--- config.mk ---
export PLATFORM = sky130hd
export DESIGN_NAME = arbitro_pilha
export DESIGN_NICKNAME = d
export VERILOG_FILES = /design/src/rtl/arbitro_pilha_pkg.sv /design/src/rtl/arbitro_rr2.sv /design/src/rtl/arbitro_pilha.sv
export SDC_FILE = /design/constraint.sdc
export NUM_CORES = 1
export LEC_CHECK = 0
export ABC_AREA = 1
export ABC_CLOCK_PERIOD_IN_PS = 1660
export BUFFER_PORTS_ARGS = -buffer_cell sky130_fd_sc_hd__buf_2
export CAP_MARGIN = 15
export CORE_ASPECT_RATIO = 0.75
export CORE_MARGIN = 3
export CORE_UTILIZATION = 40
export CTS_CLUSTER_SIZE = 12
export DETAILED_ROUTE_END_ITERATION = 12
export GPL_TIMING_DRIVEN = 1
export HOLD_SLACK_MARGIN = 0.08
export PLACE_DENSITY = 0.69
export REMOVE_ABC_BUFFERS = 1
export SLEW_MARGIN = 25
export SYNTH_ARGS = -nofsm -noshare
export SYNTH_HDL_FRONTEND = slang
export SYNTH_SLANG_ARGS = --single-unit
--- constraint.sdc ---
create_clock -name clk -period 1.66 [get_ports clk]
set_input_delay 0.332 -clock clk [delete_from_list [all_inputs] [get_ports clk]]
set_output_delay 0.332 -clock clk [all_outputs]
set_load 0.01 [all_outputs]
--- src/rtl/arbitro_pilha_pkg.sv ---
// Shared encodings for the stack arbiter: FSM states, stack operation and
// requester identity.
package arbitro_pilha_pkg;

   typedef enum logic [1:0] {
      OCIOSO   = 2'd0,
      EMITE    = 2'd1,
      ESPERA   = 2'd2,
      RESPOSTA = 2'd3
   } estado_e;

   typedef enum logic {
      OP_POP  = 1'b0,
      OP_PUSH = 1'b1
   } op_e;

   typedef enum logic {
      REQ_UC  = 1'b0,
      REQ_ULA = 1'b1
   } requisitante_e;

   // The ALU always delivers a full 32-bit result, independent of the stack width.
   localparam int LARGURA_ULA = 32;

endpackage

--- src/rtl/arbitro_rr2.sv ---
// Two-way round-robin arbiter: combinational one-hot grant, registered
// last-served requester. After reset the ULA counts as last served, so UC
// wins the first contested grant.
module arbitro_rr2
   import arbitro_pilha_pkg::*;
(
   input  logic          clk,
   input  logic          rst,
   input  logic [1:0]    req,
   input  logic          atualiza,
   output logic [1:0]    gnt,
   output requisitante_e ultimo
);

   // Grant the lone requester, or the one not served last when both request.
   always_comb begin
      // NOTE: default assignment first so no path leaves gnt unassigned (no latch).
      gnt = req;
      if (req[0] && req[1]) begin
         gnt = (ultimo == REQ_ULA) ? 2'b01 : 2'b10;
      end
   end

   // Remember who was served, only when the owner actually commits a grant.
   always_ff @(posedge clk or negedge rst) begin
      if (!rst) begin
         ultimo <= REQ_ULA;
      end else if (atualiza && (gnt != 2'b00)) begin
         ultimo <= gnt[1] ? REQ_ULA : REQ_UC;
      end
   end

endmodule

--- src/rtl/arbitro_pilha.sv ---
// Arbitrates stack access between the control unit (UC) and the ALU (ULA),
// tracks stack occupancy and rejects overflowing pushes / underflowing pops.
module arbitro_pilha
   import arbitro_pilha_pkg::*;
#(
   parameter int PROF    = 16,
   parameter int LARGURA = 16
) (
   input  logic                   clk,
   input  logic                   rst,
   input  logic                   uc_req,
   input  logic                   uc_op,
   input  logic [LARGURA-1:0]     uc_din,
   output logic                   uc_ack,
   input  logic                   ula_req,
   input  logic                   ula_op,
   input  logic [LARGURA_ULA-1:0] ula_din,
   output logic                   ula_ack,
   output logic [LARGURA-1:0]     resp_data,
   output logic                   resp_err,
   output logic                   pilha_en,
   output logic                   pilha_wren,
   output logic                   pilha_controle,
   output logic [LARGURA-1:0]     pilha_din_uc,
   output logic [LARGURA_ULA-1:0] pilha_din_ula,
   input  logic [LARGURA-1:0]     pilha_dout,
   output logic [$clog2(PROF):0]  nivel,
   output logic                   cheia,
   output logic                   vazia
);

   localparam int             NW        = $clog2(PROF) + 1;
   localparam logic [NW-1:0]  NIVEL_MAX = NW'(PROF);
   localparam logic [NW-1:0]  UM        = NW'(1);

   estado_e       estado;
   op_e           op_q;
   op_e           op_g;
   requisitante_e ultimo;    // doubles as "granted requester" after a grant
   requisitante_e sel_g;
   logic [1:0]    gnt;
   logic          concede;
   logic          rejeita;

   arbitro_rr2 u_rr (
      .clk      (clk),
      .rst      (rst),
      .req      ({ula_req, uc_req}),
      .atualiza (estado == OCIOSO),
      .gnt      (gnt),
      .ultimo   (ultimo)
   );

   assign cheia = (nivel == NIVEL_MAX);
   assign vazia = (nivel == '0);

   // Decode the winning requester's operation and whether it must be refused.
   always_comb begin
      concede = (gnt != 2'b00);
      sel_g   = gnt[1] ? REQ_ULA : REQ_UC;
      op_g    = op_e'((sel_g == REQ_ULA) ? ula_op : uc_op);
      rejeita = ((op_g == OP_PUSH) && cheia) || ((op_g == OP_POP) && vazia);
   end

   // Main FSM with registered stack strobes, acks, response and occupancy.
   always_ff @(posedge clk or negedge rst) begin
      if (!rst) begin
         estado         <= OCIOSO;
         op_q           <= OP_POP;
         pilha_en       <= 1'b0;
         pilha_wren     <= 1'b0;
         pilha_controle <= 1'b0;
         pilha_din_uc   <= '0;
         pilha_din_ula  <= '0;
         uc_ack         <= 1'b0;
         ula_ack        <= 1'b0;
         resp_data      <= '0;
         resp_err       <= 1'b0;
         nivel          <= '0;
      end else begin
         // NOTE: sequential state uses non-blocking assignments so every register
         // samples pre-edge values; these defaults make strobes single-cycle.
         pilha_en <= 1'b0;
         uc_ack   <= 1'b0;
         ula_ack  <= 1'b0;
         unique case (estado)
            OCIOSO: begin
               resp_data <= '0;
               resp_err  <= 1'b0;
               if (concede) begin
                  op_q           <= op_g;
                  pilha_wren     <= op_g;
                  pilha_controle <= sel_g;
                  if (sel_g == REQ_ULA) pilha_din_ula <= ula_din;
                  else                  pilha_din_uc  <= uc_din;
                  if (rejeita) begin
                     resp_err <= 1'b1;
                     if (sel_g == REQ_ULA) ula_ack <= 1'b1;
                     else                  uc_ack  <= 1'b1;
                     estado <= RESPOSTA;
                  end else begin
                     pilha_en <= 1'b1;
                     estado   <= EMITE;
                  end
               end
            end
            EMITE: begin
               if (op_q == OP_PUSH) begin
                  if (nivel != NIVEL_MAX) nivel <= nivel + UM;
                  if (ultimo == REQ_ULA) ula_ack <= 1'b1;
                  else                   uc_ack  <= 1'b1;
                  estado <= RESPOSTA;
               end else begin
                  if (nivel != '0) nivel <= nivel - UM;
                  estado <= ESPERA;
               end
            end
            ESPERA: begin
               resp_data <= pilha_dout;
               if (ultimo == REQ_ULA) ula_ack <= 1'b1;
               else                   uc_ack  <= 1'b1;
               estado <= RESPOSTA;
            end
            RESPOSTA: begin
               resp_data <= '0;
               resp_err  <= 1'b0;
               estado    <= OCIOSO;
            end
            default: estado <= OCIOSO;
         endcase
      end
   end

endmodule

* Word-level counts from Yosys, hierarchy flattened *
Cells that the tools add are included.

storage, ports and cells
  register bits after elaboration = 78
  bits of input ports = 70
  output and inout port bits = 77

cells by class
  $add $sub $neg = 2
  equality and inequality tests = 7
  mux-type cells = 30
  bitwise operators = 2
  reduce and logical (&&, ||, !) cells = 17

operator list
  kind                                                                 number
  16-bit case mux with 2 select lines                                  1
  1-bit 2-to-1 mux                                                     18
  5-bit 2-to-1 mux                                                     3
  3-bit AND reduction                                                  3
  2-bit 2-to-1 mux                                                     4
  2-bit case mux with 4 select lines                                   1
  2-bit nonzero test                                                   4
  1-bit case mux with 3 select lines                                   2
  5-bit by 1-bit adder with 5-bit output (second input constant)       1
  5-bit == test (second input constant)                                1
  5-bit logical NOT                                                    1
  5-bit != test (second input constant)                                1
  5-bit nonzero test                                                   1
  5-bit by 1-bit subtractor with 5-bit output (second input constant)  1
  2-bit == test (second input constant)                                2
  1-bit logical AND                                                    4
  2-bit by 1-bit == test with 1-bit output (second input constant)     1
  2-bit logical NOT                                                    1
  2-bit by 1-bit != test with 1-bit output (second input constant)     1
  2-bit != test (second input constant)                                1
  1-bit inverter                                                       2
  1-bit case mux with 2 select lines                                   1
  2-bit AND reduction                                                  1
  2-bit OR reduction                                                   1
  1-bit logical OR                                                     1

* Depth between registers and ports, before layout *
  word-level depth = 10
  mapped depth = 8
  gate-level depth less buffers = 7

* By module *
A second synthesis with hierarchy kept.

second synthesis, totals
  cells, all modules = 381
  area, all modules = 3300.7 um^2

modules (own cells, without submodules)
  module         instances  cells each  area each (um^2)  seq. area each (um^2)
  arbitro_pilha  1          373         3239.4            1926.8
  arbitro_rr2    1          8           61.3              26.3

* Worst setup path before layout *
Ideal clock, no wire load.

  kind = register -> register
  start = reg op_q
  end = reg nivel[4]
  arrival time = 1.386 ns
  data required time = 1.595 ns
  slack = 0.209 ns
  stages on the path, launching flop included = 7
  path buffers = 0
  cells stage by stage = dfrtp_1 -> inv_1 -> fa_1 -> nand3_1 -> a21oi_1 -> nand3b_1 -> nand2_1

between the ends
  longest elaborated chain between the ends = 2
  elaborated cells between the ends (all ways) = 4

ends and longest elaborated chain
  what                                                                                             line                  source
  start, declared                                                                                  arbitro_pilha.sv:37   op_e op_q;
  start signal, assigned                                                                           arbitro_pilha.sv:91   op_q <= op_g;
  2-bit by 1-bit != test with 1-bit output (no source line) or 2-bit nonzero test (tied branches)  n/a
  3-bit AND reduction (no source line)                                                             n/a
  end signal, assigned                                                                             arbitro_pilha.sv:109  if (nivel != NIVEL_MAX) nivel <= nivel + UM;
  end signal, assigned                                                                             arbitro_pilha.sv:114  if (nivel != '0) nivel <= nivel - UM;
  end, declared                                                                                    arbitro_pilha.sv:27   output logic [$clog2(PROF):0] nivel,

Several ways; a longest one is shown, not always the timed one.
A chain may end at the register's enable or synchronous reset.

* Worst setup path in the final report *
  start = reg nivel[1]
  end = out cheia

between the ends
  longest elaborated chain between the ends = 1

ends and longest elaborated chain
  what           line                 source
  5-bit == test  arbitro_pilha.sv:54  assign cheia = (nivel == NIVEL_MAX);
  end, declared  arbitro_pilha.sv:28  output logic cheia,

Every way passes these cells.

==> results.md <==
* IO Pins at 147
* Total of fill cells in the finished design at 760
* Final wirelength at 8190 um
* Instance count on the critical path at 4
* Peak VDD IR at 0.811 mV
* Slowest cell on the critical path: dfrtp_2
* Cell Area, Synth at 3360 um2
* Max_cap viols at 0
* Max-slew violation count at 0
* Initial antenna violation count at 0
* TritonCTS clock tree: yes
* Core area at 8020 um2
* Unrepaired setup endpoints after global routing: false
* Clock Skew at 0.0149 ns
* Fin crit period at 1.56 ns
* Critical Path Fanout Max at 5
* Most frequent cells in the layout: nand2_1, buf_2, dfrtp_1
* Area delta synth->final at 32.7%
* Fmax at 641 MHz
* Final core occ at 0.555
* H-tree levels at 3
* CP Buf/Inv Count at 2
* Pin count of the biggest net entering global routing at 79
* Row cnt at 28
* GR Util All Layers at 0.177
* Worst Path Arrival at 1.23 ns
* Hpwl dp at 5760 um
* CP endpoint kind: output pin
* Worst Path Class, Setup: flop to output pin
* Avg Inst Size Synth at 9.00 um2
* Commonest non-fill, non-tap cell in the layout: nand2_1
* Clk buf depth at 2
* Worst-Skew Late Latency at 0.35 ns
* Initial DRC count at 152
* Initial Utilization at 0.418
* Yosys cell types at 26
* Flop and latch count out of synthesis at 78
* Cell family with most CP delay: flip-flops
* Placer Congestion at 0.837
* Global-route wire length before repair at 13600 um
* Layout cell share with drive strength beyond 1 at 0.354
* Die width at 112 um
* Clk sinks at 78
* Die area at 9540 um2
* Status: finished, final reports clean
* Power Dens Cells at 1940 nW/um2
* Clock transition at the registers of the reported paths at 0.09 ns
* Cell chain of the critical path: nor2_4, nand3_2, inv_1, buf_2
* Worst EP required at 1.33 ns
* Final hold vios at 0
* Post-Synthesis Cells at 373
* CP Launch Type: flop
* # diodes at 0
* # DRC at 0
* Setup TNS at 0 ns
* Drt pass-1 iters at 4
* Worst r2r path cells at 6
* HP Class: primary input to flop
* Total gr overflow at 0
* Avg Vias per Cell at 4.61
* Leakage power at 2.62 nW
* Setup violators final at 0
* ANT nets after route at 0
* Die height at 85.3 um
* Number of I/O port buffers at 146
* Worst-Margin Slew at 0.466 ns
* Vias at 2935
* Period utilization at 0.940
* CP max stage delay at 0.46 ns
* Slew margin rel. at 0.689
* WHS Path Cells at 3
* Vias in the first global route at 2812
* Post-synthesis sequential area ratio at 0.582
* Ys Warns at 0
* # nets final at 606
* Root buffer cell: clkbuf_8
* Number of buffers created by CTS at 9
* WL per Instance at 12.9 um
layer usage:
layer | vias up | track usage | share of wire
met4 | 0 | 0.0453 | 0.0038
met1 | 1358 | 0.245 | 0.46
met2 | 111 | 0.268 | 0.45
met5 | - | 0 | 0
met3 | 4 | 0.0606 | 0.087
li1 | 1462 | - | -
worst reg2reg max path, stage by stage (launching register included):
cell	delay, ns
dfrtp_1	0.43
inv_1	0.16
ha_1	0.37
a21oi_1	0.22
nand3_1	0.11
nand3b_1	0.10
nand2_1	0.05
registers in the layout, indices dropped and copies added (netlist names):
signal          flops
pilha_din_ula      32
pilha_din_uc       16
resp_data          16
nivel               5
estado              2
op_q                1
pilha_controle      1
pilha_en            1
resp_err            1
u_rr.ultimo         1
uc_ack              1
ula_ack             1
path summary, 6_finish.rpt:
path | start | endpoint | slack, ns
min | ula_din[24] | pilha_din_ula[24]$_DFFE_PN0P_ | 0.18
max | nivel[1]$_DFFE_PN0P_ | cheia | 0.1
min in group asynchronous | rst | pilha_din_uc[0]$_DFFE_PN0P_ | 0.56
min reg2reg | pilha_din_ula[21]$_DFFE_PN0P_ | pilha_din_ula[21]$_DFFE_PN0P_ | 0.47
max reg2reg | op_q$_DFFE_PN0P_ | nivel[4]$_DFFE_PN0P_ | 0.13
max in group asynchronous | rst | nivel[0]$_DFFE_PN0P_ | 0.76
final cells by class:
cell class	count	area [um2]	share of cell area
Clock inverter	4	53.8	0.0121
Timing Repair Buffer	155	828	0.186
Clock buffer	12	155	0.0348
Sequential cell	78	1960	0.439
Tap cell	105	131	0.0295
Inverter	15	58.8	0.0132
Multi-Input combinational cell	267	1270	0.285
metrics by stage:
stage	hold WS, ns	cell area (um2)	cells	setup slack (ns)	power (W)
3_3_place_gp	0.386	4190	617	0.190	0.00700
6_report	0.180	4450	636	0.0994	0.00864
4_1_cts	0.156	4420	634	0.0139	0.00869
2_1_floorplan	0.0364	3260	360	0.114	0.00554
5_1_grt	0.166	4450	636	0.0129	0.00940
3_5_place_dp	0.391	4190	617	0.130	0.00714
report_power, final:
group | switching [W] | total (W) | internal, W
registers | 0.000536 | 0.00330 | 0.00276
clock network | 0.000710 | 0.00149 | 0.000784
logic | 0.00231 | 0.00385 | 0.00154
total | 0.00356 | 0.00864 | 0.00509
kinds of logic (layout without fill, tap and decap cells):
family	count (synthesis)	in the layout	synth area share
AO/OA/AOI/OAI	17	17	0.0287
AND/OR/NAND/NOR	236	236	0.291
XOR/XNOR	4	4	0.0127
adder cells (fa/ha/maj)	10	10	0.0395
buffers and inverters	28	186	0.0462
flip-flops	78	78	0.582
cell usage after synthesis:
cell      number  area [um2]
o21ai_4        1        16.3
inv_4          1        6.26
fa_1           1        20.0
xor2_2         1        16.3
nand3b_1       3        22.5
dfstp_2        1        26.3
nor2_8         1        20.0
nand2_1      197         739
o21ai_0        5        25.0
clkbuf_1       1        3.75
a21oi_1        9        45.0
xnor2_1        3        26.3
nor2_2         1        6.26
nand3_2        3        30.0
nand3_1       26         130
inv_1         10        37.5
nor3_1         1        5.00
nor2_1         3        11.3
buf_4          3        22.5
buf_6          4        45.0
o21ai_1        2        10.0
buf_2          5        25.0
ha_1           9         113
nand2_4        1        11.3
dfrtp_1       77        1930
inv_2          4        15.0
what timing repair did:
item                                   in CTS  in global routing
setup endpoints to repair                   2                  2
resized for setup                           2                  5
hold buffers                                1                  0
endpoints found under the hold margin      77                  0
setup buffers                               0                  2
gates cloned                                0                  0
No activity file was read; power rests on OpenSTA's default activity.
